$ cat config.mk
export PLATFORM = sky130hd
export DESIGN_NAME = spi_slave_rx_shift
export DESIGN_NICKNAME = d
export VERILOG_FILES = /design/src/rtl/spi_slave_pkg.sv /design/src/rtl/spi_slave_rx_shift.sv
export SDC_FILE = /design/constraint.sdc
export NUM_CORES = 1
export LEC_CHECK = 0
export ABC_AREA = 1
export CAP_MARGIN = 40
export CELL_PAD_IN_SITES_DETAIL_PLACEMENT = 2
export CELL_PAD_IN_SITES_GLOBAL_PLACEMENT = 2
export CORE_MARGIN = 1
export CORE_UTILIZATION = 36
export CTS_CLUSTER_SIZE = 8
export DETAILED_ROUTE_END_ITERATION = 16
export PLACE_DENSITY_LB_ADDON = 0.12
export SLEW_MARGIN = 25
export SYNTH_ARGS = -nofsm -noshare
export SYNTH_HDL_FRONTEND = slang
export SYNTH_SLANG_ARGS = --single-unit
$ cat constraint.sdc
create_clock -name sclk -period 8.1 [get_ports sclk]
set_clock_uncertainty 0.2 [all_clocks]
set_input_delay 1.62 -clock sclk [delete_from_list [all_inputs] [get_ports sclk]]
set_output_delay 1.62 -clock sclk [all_outputs]
set_load 0.005 [all_outputs]
$ cat src/rtl/spi_slave_pkg.sv
// spi_slave_pkg
// Shared widths and reset constants for the SPI slave receive/transmit paths.
// No ports; imported by spi_slave_rx_shift.
package spi_slave_pkg;

  localparam int SPI_WORD_W       = 32;
  localparam int SPI_CNT_W        = 8;
  localparam int SPI_QUAD_LANES   = 4;

  // Default word length after reset: an 8-bit command byte in single mode.
  localparam logic [SPI_CNT_W-1:0] SPI_CNT_TRGT_RST = 8'd7;

endpackage

$ cat src/rtl/spi_slave_rx_shift.sv
// spi_slave_rx_shift
// Receive-side shift engine of the SPI slave. Samples sdi lanes on the rising
// edge of sclk and assembles words of programmable length (1 bit per edge in
// single mode, 4 bits per edge in quad mode). Each completed word is held in
// data with a one-cycle data_ready pulse.
//
// Build option: SPI_SLAVE_RX_QUAD_EN -- when defined, quad shifting is built;
// when undefined only single-mode shifting exists and sdi1..sdi3/en_quad_in
// are ignored.
//
// Ports:
//   sclk            in   SPI clock, all state updates on rising edge
//   cs              in   chip select, async active-high reset (high = idle)
//   sdi0..sdi3      in   serial data lanes (sdi0 = MOSI in single mode)
//   en_quad_in      in   1 = quad mode, 0 = single mode
//   counter_in      in   [7:0] new target, in shift edges minus 1
//   counter_in_upd  in   load counter_in into the target register
//   data            out  [31:0] last completed word
//   data_ready      out  one-cycle pulse after a word completes
module spi_slave_rx_shift
  import spi_slave_pkg::*;
(
  input  logic                  sclk,
  input  logic                  cs,
  input  logic                  sdi0,
  input  logic                  sdi1,
  input  logic                  sdi2,
  input  logic                  sdi3,
  input  logic                  en_quad_in,
  input  logic [SPI_CNT_W-1:0]  counter_in,
  input  logic                  counter_in_upd,
  output logic [SPI_WORD_W-1:0] data,
  output logic                  data_ready
);

  logic [SPI_CNT_W-1:0]  counter, counter_nxt;
  logic [SPI_CNT_W-1:0]  counter_trgt, counter_trgt_nxt;
  logic [SPI_WORD_W-1:0] data_int, data_int_nxt;
  logic [SPI_WORD_W-1:0] data_nxt;
  logic                  data_ready_nxt;
  logic [SPI_WORD_W-1:0] shifted;

`ifdef SPI_SLAVE_RX_QUAD_EN
  always_comb begin
    if (en_quad_in)
      shifted = {data_int[SPI_WORD_W-SPI_QUAD_LANES-1:0], sdi3, sdi2, sdi1, sdi0};
    else
      shifted = {data_int[SPI_WORD_W-2:0], sdi0};
  end
`else
  // Quad lanes stay on the port list so the pad wiring is build-independent.
  logic unused_quad;
  assign unused_quad = ^{sdi1, sdi2, sdi3, en_quad_in};

  always_comb begin
    shifted = {data_int[SPI_WORD_W-2:0], sdi0};
  end
`endif

  always_comb begin
    counter_nxt      = counter;
    data_int_nxt     = data_int;
    data_nxt         = data;
    data_ready_nxt   = 1'b0;
    // A new target takes effect from the next edge; the compare below still
    // uses the current one, so a simultaneous completion honours the old target.
    counter_trgt_nxt = counter_in_upd ? counter_in : counter_trgt;

    // >= rather than == so that a target lowered below the current count
    // still terminates the word on the following edge.
    if (counter >= counter_trgt) begin
      data_nxt       = shifted;
      data_ready_nxt = 1'b1;
      counter_nxt    = '0;
      data_int_nxt   = '0;
    end else begin
      counter_nxt    = counter + 1'b1;
      data_int_nxt   = shifted;
    end
  end

  always_ff @(posedge sclk or posedge cs) begin
    if (cs) begin
      counter      <= '0;
      counter_trgt <= SPI_CNT_TRGT_RST;
      data_int     <= '0;
      data         <= '0;
      data_ready   <= 1'b0;
    end else begin
      counter      <= counter_nxt;
      counter_trgt <= counter_trgt_nxt;
      data_int     <= data_int_nxt;
      data         <= data_nxt;
      data_ready   <= data_ready_nxt;
    end
  end

endmodule

==> Word-level counts from Yosys, hierarchy flattened <==
Cells that the tools add are included.
{ "word_totals": {"out_inout_bits": 33, "inputBits": 16, "mem_count": 0, "mem_bits_ro": 0, "reg_bits": 80, "ramBits": 0, "latch_bits": 0} }
{ "op_classes": {"mux": 3, "reduce_logical": 0, "n_mul": 0, "n_lt_le_gt_ge": 1, "eq_ne": 0, "n_div": 0, "n_shift": 0, "addsub": 1, "bitwise": 0} }
{ "op_table": {"columns": ["operator", "n"], "rows": [
  ["31-bit two-way mux", 1],
  ["8-bit by 1-bit adder with 8-bit output, second input constant", 1],
  ["8-bit >= comparator", 1],
  ["8-bit two-way mux", 1],
  ["1-bit two-way mux", 1]
]} }

==> Logic depth before layout (Yosys ltp) <==
Gate-level depths: netlist of the first run.
{ "depth": {"word_depth": 2, "depth_mapped": 12, "depth_no_buf": 11} }

==> Worst setup path before layout of the first run <==
Ideal clock, no wire load.
{ "synth_timing": {"path_type": "input to register", "from": "input port counter_in_upd", "to": "register counter_trgt[7]", "t_arrival_ns": 1.962, "n_path_buf": 1, "setup_slack_ns": 5.803, "cell_stages": 2, "setup_ns": 0.135, "cell_sequence": "clkbuf_1 o21ai_0"} }
{ "synth_lines": {"columns": ["item", "line", "text"], "rows": [
  ["from (decl)", "spi_slave_rx_shift.sv:31", "input logic counter_in_upd,"],
  ["to (signal assigned)", "spi_slave_rx_shift.sv:91", "counter_trgt <= counter_trgt_nxt;"],
  ["to (decl)", "spi_slave_rx_shift.sv:37", "logic [SPI_CNT_W-1:0] counter_trgt, counter_trgt_nxt;"]
]} }
No word-level cell between the ends.

==> Worst setup path after layout of the first run <==
{ "layout_timing": {"from": "register data[7]", "to": "output port data[7]"} }
{ "layout_lines": {"columns": ["item", "line", "text"], "rows": [
  ["from (decl)", "spi_slave_rx_shift.sv:32", "output logic [SPI_WORD_W-1:0] data,"],
  ["from (signal assigned)", "spi_slave_rx_shift.sv:93", "data <= data_nxt;"]
]} }
No word-level cell between the ends.

==> results of run 1 <==
## tightest hold or removal path: stages (launching register included)
cell	delay [ps]
dfrtp_1	340
nand2_1	50
nand2_1	50
## cells in the mapped netlist
| cell type | instances |
|---|---|
| nand2_1 | 85 |
| dfrtp_1 | 77 |
| inv_1 | 47 |
| nor2_1 | 42 |
| nand4_1 | 32 |
| buf_2 | 10 |
| ha_1 | 9 |
| o21ai_0 | 7 |
| clkbuf_1 | 4 |
| xor2_1 | 4 |
| buf_4 | 3 |
| dfstp_2 | 3 |
| nand3_1 | 3 |
| a21oi_1 | 2 |
| xnor2_1 | 2 |
| a21o_1 | 1 |
| mux2_2 | 1 |
| nand3_2 | 1 |
| nor2_4 | 1 |
| nor3_1 | 1 |
## state kept, by name, summed over array words and instances (netlist names)
signal        cells
data             32
data_ready        1
data_int         31
counter_trgt      8
counter           8
## power by group through the flow
| stage | Clock, mW | Combinational, mW | Sequential (mW) |
|---|---|---|---|
| after global placement | 0 | 0.393 | 0.633 |
| after global routing | 0.399 | 0.484 | 0.652 |
| after CTS | 0.386 | 0.435 | 0.636 |
| after floorplan | 0 | 0.229 | 0.623 |
| after detailed placement | 0 | 0.424 | 0.642 |
| final | 0.377 | 0.424 | 0.634 |
## cell type report
| class | count | share of cell area, % |
|---|---|---|
| clock inverters | 7 | 3.14 |
| repair buffers | 50 | 12.6 |
| clock buffers | 9 | 3.08 |
| multi-input cells | 191 | 23.6 |
| inverters | 47 | 4.42 |
| well taps | 108 | 3.36 |
| flip-flops and latches | 80 | 49.9 |
## metrics by stage
stage                     worst slack [ps]  cells  hold slack [ps]
final                                 5010    492              275
after global routing                  4890    492              307
after detailed placement              4630    475              256
after CTS                             4630    491              279
after global placement                4710    474              226
after floorplan                       4230    335              218
## per-layer routing
metal / routed length (um) / share of wire (%)
met1: 3520 / 45
met2: 4080 / 52
met3: 186 / 2.4
met4: 121 / 1.5
met5: 0 / 0
## path summary, 6_finish.rpt
path                                   start            to  slack [ps]  cells past startpoint
min in group asynchronous                 cs  data_int[14]        1510                      3
worst max-delay path                 data[7]       data[7]        5010                      1
worst max register to register    counter[7]      data[23]        5060                      7
worst min register to register  data_int[30]      data[31]         270                      2
worst min-delay path            data_int[30]      data[31]         270                      2
max in group asynchronous                 cs    counter[3]        5570                      4
## cells by family after synthesis
family / count (synthesis)
xor+xnor: 6
compound gates: 10
mux: 1
flops: 80
fa+ha+maj: 9
simple gates: 165
buf+inv: 64
==> report_table.html, run 1 <==
<table>
<tr><th>Metric</th><th>Value</th></tr>
<tr><th colspan="2">Floorplanning</th></tr>
<tr><td>Number of primary I/O pins</td><td>49</td></tr>
<tr><td>Horizontal extent of the die</td><td>96.5 um</td></tr>
<tr><td>Core Box Area</td><td>8680 um^2</td></tr>
<tr><td>Starting density of the core</td><td>37.1%</td></tr>
<tr><td>Chip Height</td><td>96.5 um</td></tr>
<tr><td>Die ar.</td><td>9320 um^2</td></tr>
<tr><td>Row count</td><td>34</td></tr>
<tr><th colspan="2">Power and ir drop</th></tr>
<tr><td>Pint</td><td>0.959 mW</td></tr>
<tr><td>Switching fraction of total power</td><td>33.2%</td></tr>
<tr><td>Sw power</td><td>0.476 mW</td></tr>
<tr><td>Clock network fraction of total power</td><td>26.3%</td></tr>
<tr><td>Static power due to leakage</td><td>2.03 nW</td></tr>
<tr><td>Relative contribution of combinational cells to total power</td><td>29.5%</td></tr>
<tr><td>PnR Total Power</td><td>1.44 mW</td></tr>
<tr><td>Share of total power in sequential cells</td><td>44.2%</td></tr>
<tr><td>Power density relative to cell area</td><td>357 nW/um^2</td></tr>
<tr><td>VDD IR max</td><td>0.127 mV</td></tr>
<tr><th colspan="2">STA</th></tr>
<tr><td>Final sum of negative setup slack</td><td>0 ps</td></tr>
<tr><td>Maximum clock rate</td><td>0.324 GHz</td></tr>
<tr><td>Number of max-slew violations in the final report</td><td>0</td></tr>
<tr><td>Max-slew headroom at the worst pin</td><td>53.3%</td></tr>
<tr><td>Final setup violation count</td><td>0</td></tr>
<tr><td>Pin slew with the least headroom to its limit</td><td>699 ps</td></tr>
<tr><td>Final Hold Viols</td><td>0</td></tr>
<tr><td>Tcrit/Tclk final</td><td>38.1%</td></tr>
<tr><td>Clock period minus worst slack</td><td>3090 ps</td></tr>
<tr><td>Unrepaired setup endpoints after global routing</td><td>no</td></tr>
<tr><th colspan="2">Logic synthesis</th></tr>
<tr><td>Multiplexer share of the synthesized area</td><td>0.350%</td></tr>
<tr><td>Post-Synthesis Cell Area</td><td>3220 um^2</td></tr>
<tr><td>Flops &amp; latches, synth</td><td>80</td></tr>
<tr><td>Post-synthesis sequential area ratio</td><td>62.3%</td></tr>
<tr><td>Post-Syn Instances</td><td>335</td></tr>
<tr><td>Area share of and/or/nand/nor cells after synthesis</td><td>22.3%</td></tr>
<tr><td>Yosys warning count</td><td>0</td></tr>
<tr><td>Post-synth top area share</td><td>59.9%</td></tr>
<tr><td>Share of synthesized cell area in full adder, half adder and majority cells</td><td>3.50%</td></tr>
<tr><td>Synthesized-area fraction occupied by xor and xnor cells</td><td>1.63%</td></tr>
<tr><td>Synthesized netlist net count</td><td>360</td></tr>
<tr><td>Share of the synthesized area in compound gates (AO/OA/AOI/OAI)</td><td>1.63%</td></tr>
<tr><td>Per-instance average area after synthesis</td><td>9.60 um^2</td></tr>
<tr><td>Largest cells by area after synthesis</td><td>dfrtp_1 (60%), nand2_1 (9.9%), nand4_1 (6.2%)</td></tr>
<tr><td>Library cell occupying the most area in the post-synthesis netlist</td><td>dfrtp_1</td></tr>
<tr><td>Distinct cell type count after synthesis</td><td>20</td></tr>
<tr><td>Combinational family with the most area after synthesis</td><td>simple AND/OR/NAND/NOR gates</td></tr>
<tr><th colspan="2">Routing</th></tr>
<tr><td>Via density</td><td>4.87</td></tr>
<tr><td>Remaining number of nets flagged by the antenna check after routing</td><td>0</td></tr>
<tr><td>First-pass iteration count of the detailed router</td><td>4</td></tr>
<tr><td>Via total after detailed routing</td><td>2398</td></tr>
<tr><td>Detailed router's first-iteration violation count</td><td>94</td></tr>
<tr><td>DRC errors left</td><td>0</td></tr>
<tr><td>Total routed wirelength</td><td>7.91 mm</td></tr>
<tr><td>Detail-routed net length per standard cell</td><td>16.1 um</td></tr>
<tr><th colspan="2">Clock network</th></tr>
<tr><td>Maximum level of the CTS H-tree</td><td>3</td></tr>
<tr><td>Clock input transition at the sequential cells of the worst setup and hold paths</td><td>110 ps</td></tr>
<tr><td>Count of instances resized after the clock tree is built</td><td>0</td></tr>
<tr><td>Insertion delay to the later sink of the worst-skew pair</td><td>360 ps</td></tr>
<tr><td>Clk buf depth</td><td>2</td></tr>
<tr><td>Number of buffers inserted during clock tree synthesis</td><td>9</td></tr>
<tr><td>TritonCTS clock tree</td><td>done</td></tr>
<tr><td>Setup bufs post-CTS</td><td>0</td></tr>
<tr><td>Number of buffers inserted by hold repair at cts</td><td>0</td></tr>
<tr><td>Num Clock Sinks</td><td>80</td></tr>
<tr><td>Cell chosen for the clock root</td><td>clkbuf_8</td></tr>
<tr><th colspan="2">Setup path</th></tr>
<tr><td>Crit path capture type</td><td>primary output</td></tr>
<tr><td>Startpoint Class</td><td>register</td></tr>
<tr><td>Start-to-end type of the worst setup path</td><td>reg2out</td></tr>
<tr><td>Largest delay share family, worst path</td><td>buffers and inverters</td></tr>
<tr><td>Critical path data arrival time</td><td>1270 ps</td></tr>
<tr><td>Cell with the largest stage delay on the worst path</td><td>clkdlybuf4s50_1</td></tr>
<tr><td>Cells along the critical path</td><td>clkdlybuf4s50_1</td></tr>
<tr><td>Longest individual stage delay on the worst path</td><td>530 ps</td></tr>
<tr><td>Worst Path Required</td><td>6280 ps</td></tr>
<tr><td>Critical path buffer and inverter count</td><td>1</td></tr>
<tr><td>Max FO, Critical Path</td><td>2</td></tr>
<tr><th colspan="2">Global routing</th></tr>
<tr><td>Maximum number of pins on one net before global-route repair</td><td>42</td></tr>
<tr><td>First-pass GRT wire length</td><td>12.5 mm</td></tr>
<tr><td>Met1 usage</td><td>21.8%</td></tr>
<tr><td>Met2 demand-to-capacity share in global routing</td><td>32.5%</td></tr>
<tr><td>Global route overflow</td><td>0</td></tr>
<tr><td>Antenna violations before repair</td><td>0</td></tr>
<tr><td>Global-route usage over all layers</td><td>18.3%</td></tr>
<tr><td>Number of global-route vias before repair</td><td>2552</td></tr>
<tr><td>GRT busiest layer</td><td>met2</td></tr>
<tr><td>Met3 capacity usage during global routing</td><td>3.05%</td></tr>
<tr><th colspan="2">Final layout</th></tr>
<tr><td>Sequential standard cell area</td><td>2010 um^2</td></tr>
<tr><td>Fillers</td><td>949</td></tr>
<tr><td>Fraction of the core area covered by cells at the end of the flow</td><td>46.3%</td></tr>
<tr><td>Fin area</td><td>4020 um^2</td></tr>
<tr><td>Area added between synthesis and finish</td><td>25.0%</td></tr>
<tr><td>Most common cell after layout, fill and taps aside</td><td>nand2_1</td></tr>
<tr><td>Area of the multi-input gates</td><td>947 um^2</td></tr>
<tr><td>Final layout net count</td><td>404</td></tr>
<tr><td>Most frequent cells in the layout</td><td>nand2_1 (85), dfrtp_1 (77), inv_1 (46)</td></tr>
<tr><td>Diode insertion count for antenna repair</td><td>0</td></tr>
<tr><td>Share of final-layout standard cells stronger than drive strength 1</td><td>7.55%</td></tr>
<tr><th colspan="2">Placed design</th></tr>
<tr><td>Cell area reported after detailed placement</td><td>3760 um^2</td></tr>
<tr><td>Final GP Congestion</td><td>0.678</td></tr>
<tr><td>Count of buffers inserted at the top-level ports</td><td>44</td></tr>
<tr><td>Estimated wirelength of the detail-placed design</td><td>4.88 mm</td></tr>
<tr><th colspan="2">Job</th></tr>
<tr><td>Number of max-capacitance violations reported</td><td>0</td></tr>
<tr><th colspan="2">Worst hold path</th></tr>
<tr><td>Path category of the worst min-delay check</td><td>reg2reg</td></tr>
<tr><th colspan="2">Run status</th></tr>
<tr><td>Status</td><td>complete, no violations</td></tr>
</table>
Note: power is estimated with default switching activity, not from simulation.
==> run 2: changes to the inputs <==
--- a/config.mk
+++ b/config.mk
@@ -10,7 +10,7 @@
 export CELL_PAD_IN_SITES_DETAIL_PLACEMENT = 2
 export CELL_PAD_IN_SITES_GLOBAL_PLACEMENT = 2
 export CORE_MARGIN = 1
-export CORE_UTILIZATION = 36
+export CORE_UTILIZATION = 30
 export CTS_CLUSTER_SIZE = 8
 export DETAILED_ROUTE_END_ITERATION = 16
 export PLACE_DENSITY_LB_ADDON = 0.12
==> constraint.sdc (replaced) <==
create_clock -name sclk -period 2.6 [get_ports sclk]
set_clock_uncertainty 0.2 [all_clocks]
set_input_delay 0.52 -clock sclk [delete_from_list [all_inputs] [get_ports sclk]]
set_output_delay 0.52 -clock sclk [all_outputs]
set_load 0.005 [all_outputs]
==> report_table.html, run 2 (same netlist as run 1, synthesis figures left out) <==
<table>
<tr><th>Metric</th><th>Value</th></tr>
<tr><th colspan="2">Floorplanning</th></tr>
<tr><td>Die ar.</td><td>11100 um^2</td></tr>
<tr><td>Chip Height</td><td>106 um</td></tr>
<tr><td>Number of primary I/O pins</td><td>49</td></tr>
<tr><td>Core Box Area</td><td>10400 um^2</td></tr>
<tr><td>Horizontal extent of the die</td><td>106 um</td></tr>
<tr><td>Row count</td><td>37</td></tr>
<tr><td>Starting density of the core</td><td>31.0%</td></tr>
<tr><th colspan="2">Run status</th></tr>
<tr><td>Status</td><td>complete, no violations</td></tr>
<tr><th colspan="2">Setup path</th></tr>
<tr><td>Crit path capture type</td><td>register</td></tr>
<tr><td>R2r setup slk</td><td>580 ps</td></tr>
<tr><td>Startpoint Class</td><td>register</td></tr>
<tr><td>Worst Path Required</td><td>2690 ps</td></tr>
<tr><td>Critical path data arrival time</td><td>2110 ps</td></tr>
<tr><td>Max FO, Critical Path</td><td>32</td></tr>
<tr><td>Start-to-end type of the worst setup path</td><td>reg2reg</td></tr>
<tr><th colspan="2">Power and ir drop</th></tr>
<tr><td>Static power due to leakage</td><td>2.00 nW</td></tr>
<tr><td>VDD IR max</td><td>0.367 mV</td></tr>
<tr><td>Power density relative to cell area</td><td>1040 nW/um^2</td></tr>
<tr><td>PnR Total Power</td><td>4.18 mW</td></tr>
<tr><th colspan="2">Global routing</th></tr>
<tr><td>Antenna violations before repair</td><td>0</td></tr>
<tr><td>Maximum number of pins on one net before global-route repair</td><td>81</td></tr>
<tr><td>First-pass GRT wire length</td><td>12.2 mm</td></tr>
<tr><td>Global-route usage over all layers</td><td>14.3%</td></tr>
<tr><td>Global route overflow</td><td>0</td></tr>
<tr><td>Number of global-route vias before repair</td><td>2527</td></tr>
<tr><th colspan="2">Final layout</th></tr>
<tr><td>Regs by FF count</td><td>data: 32 flops, data_int: 31 flops</td></tr>
<tr><td>Filler-free cell count of the finished design</td><td>521</td></tr>
<tr><td>Most common cell after layout, fill and taps aside</td><td>nand2_1</td></tr>
<tr><td>Sequential standard cell area</td><td>2010 um^2</td></tr>
<tr><td>Most frequent cells in the layout</td><td>nand2_1 (85), dfrtp_1 (77), inv_1 (46)</td></tr>
<tr><td>Share of final-layout standard cells stronger than drive strength 1</td><td>7.01%</td></tr>
<tr><td>Fraction of the core area covered by cells at the end of the flow</td><td>38.8%</td></tr>
<tr><td>Largest register by flop count</td><td>data</td></tr>
<tr><td>Area added between synthesis and finish</td><td>25.0%</td></tr>
<tr><td>Final layout net count</td><td>405</td></tr>
<tr><td>Area of the multi-input gates</td><td>947 um^2</td></tr>
<tr><td>Diode insertion count for antenna repair</td><td>0</td></tr>
<tr><td>Max reg flops</td><td>32</td></tr>
<tr><td>Fillers</td><td>1156</td></tr>
<tr><th colspan="2">Clock network</th></tr>
<tr><td>Setup bufs post-CTS</td><td>0</td></tr>
<tr><td>Cell chosen for the clock root</td><td>clkbuf_8</td></tr>
<tr><td>Number of buffers inserted during clock tree synthesis</td><td>9</td></tr>
<tr><td>TritonCTS clock tree</td><td>done</td></tr>
<tr><td>Insertion delay to the later sink of the worst-skew pair</td><td>350 ps</td></tr>
<tr><td>Maximum level of the CTS H-tree</td><td>3</td></tr>
<tr><td>Clock input transition at the sequential cells of the worst setup and hold paths</td><td>80 ps</td></tr>
<tr><td>Count of instances resized after the clock tree is built</td><td>0</td></tr>
<tr><td>Number of buffers inserted by hold repair at cts</td><td>0</td></tr>
<tr><td>Clk buf depth</td><td>2</td></tr>
<tr><td>Num Clock Sinks</td><td>80</td></tr>
<tr><th colspan="2">Routing</th></tr>
<tr><td>Remaining number of nets flagged by the antenna check after routing</td><td>0</td></tr>
<tr><td>Via total after detailed routing</td><td>2378</td></tr>
<tr><td>DRC errors left</td><td>0</td></tr>
<tr><td>Detail-routed net length per standard cell</td><td>13.5 um</td></tr>
<tr><td>First-pass iteration count of the detailed router</td><td>4</td></tr>
<tr><td>Total routed wirelength</td><td>7.05 mm</td></tr>
<tr><td>Detailed router's first-iteration violation count</td><td>87</td></tr>
<tr><td>Via density</td><td>4.56</td></tr>
<tr><th colspan="2">Placed design</th></tr>
<tr><td>Count of buffers inserted at the top-level ports</td><td>44</td></tr>
<tr><td>Final GP Congestion</td><td>0.714</td></tr>
<tr><td>Estimated wirelength of the detail-placed design</td><td>4.46 mm</td></tr>
<tr><td>Placed Cells incl. Taps</td><td>505</td></tr>
<tr><th colspan="2">STA</th></tr>
<tr><td>Final Hold Viols</td><td>0</td></tr>
<tr><td>Tcrit/Tclk final</td><td>77.6%</td></tr>
<tr><td>Number of max-slew violations in the final report</td><td>0</td></tr>
<tr><td>Unrepaired setup endpoints after global routing</td><td>no</td></tr>
<tr><td>Final sum of negative setup slack</td><td>0 ps</td></tr>
<tr><td>Max-slew headroom at the worst pin</td><td>69.9%</td></tr>
<tr><td>Final setup violation count</td><td>0</td></tr>
<tr><td>Pin slew with the least headroom to its limit</td><td>452 ps</td></tr>
<tr><td>Maximum clock rate</td><td>0.495 GHz</td></tr>
<tr><td>Clock period minus worst slack</td><td>2020 ps</td></tr>
<tr><th colspan="2">Job</th></tr>
<tr><td>Number of max-capacitance violations reported</td><td>0</td></tr>
<tr><th colspan="2">Worst hold path</th></tr>
<tr><td>Path category of the worst min-delay check</td><td>reg2reg</td></tr>
</table>
-- run 2: power by group --
part | internal (mW) | leakage, nW | switching, mW
Sequential | 1.69 | 1.05 | 0.272
Combinational | 0.654 | 0.861 | 0.619
Clock | 0.498 | 0.0969 | 0.446
Total | 2.84 | 2.00 | 1.34
-- run 2: per-layer routing --
layer	track usage, %	vias up	part of all wire, %
met1	18.0	1205	47
met3	3.53	9	3.0
li1	-	1129	-
met4	6.85	0	1.6
met2	23.1	35	49
met5	0	-	0
-- run 2: worst paths after layout --
check                                startpoint  cells after the start               to
worst max-delay path            counter_trgt[2]                     10         data[29]
worst min-delay path               data_int[30]                      2         data[31]
worst max register to register  counter_trgt[2]                     10         data[29]
worst min register to register     data_int[30]                      2         data[31]
max in group asynchronous                    cs                      3  counter_trgt[2]
min in group asynchronous                    cs                      3     data_int[21]
-- run 2: worst max-delay path, cell delays in order, from the launching register on --
cell     delay [ps]
dfstp_2         520
inv_1            50
ha_1            270
nand2_1          90
inv_1            50
nand2_1          50
nand2_1          50
nand2_1          90
buf_4           350
nand4_1         150
nand2_1         100
-- run 2: cell type report --
cell class / count / share of cell area (%)
clock buffer: 14 / 4.04
clock inverter: 2 / 0.933
inverter: 47 / 4.48
multi-input combinational: 191 / 23.6
sequential: 80 / 49.9
tap: 136 / 4.23
timing repair buffer: 51 / 12.9
-- run 2: through the flow --
step / hold slack [ps] / setup slack (ps) / area (um^2)
2_1_floorplan: 218 / 749 / 3220
3_3_place_gp: 225 / 620 / 3820
3_5_place_dp: 257 / 549 / 3820
4_1_cts: 277 / 527 / 4020
5_1_grt: 288 / 412 / 4020
6_report: 269 / 581 / 4020
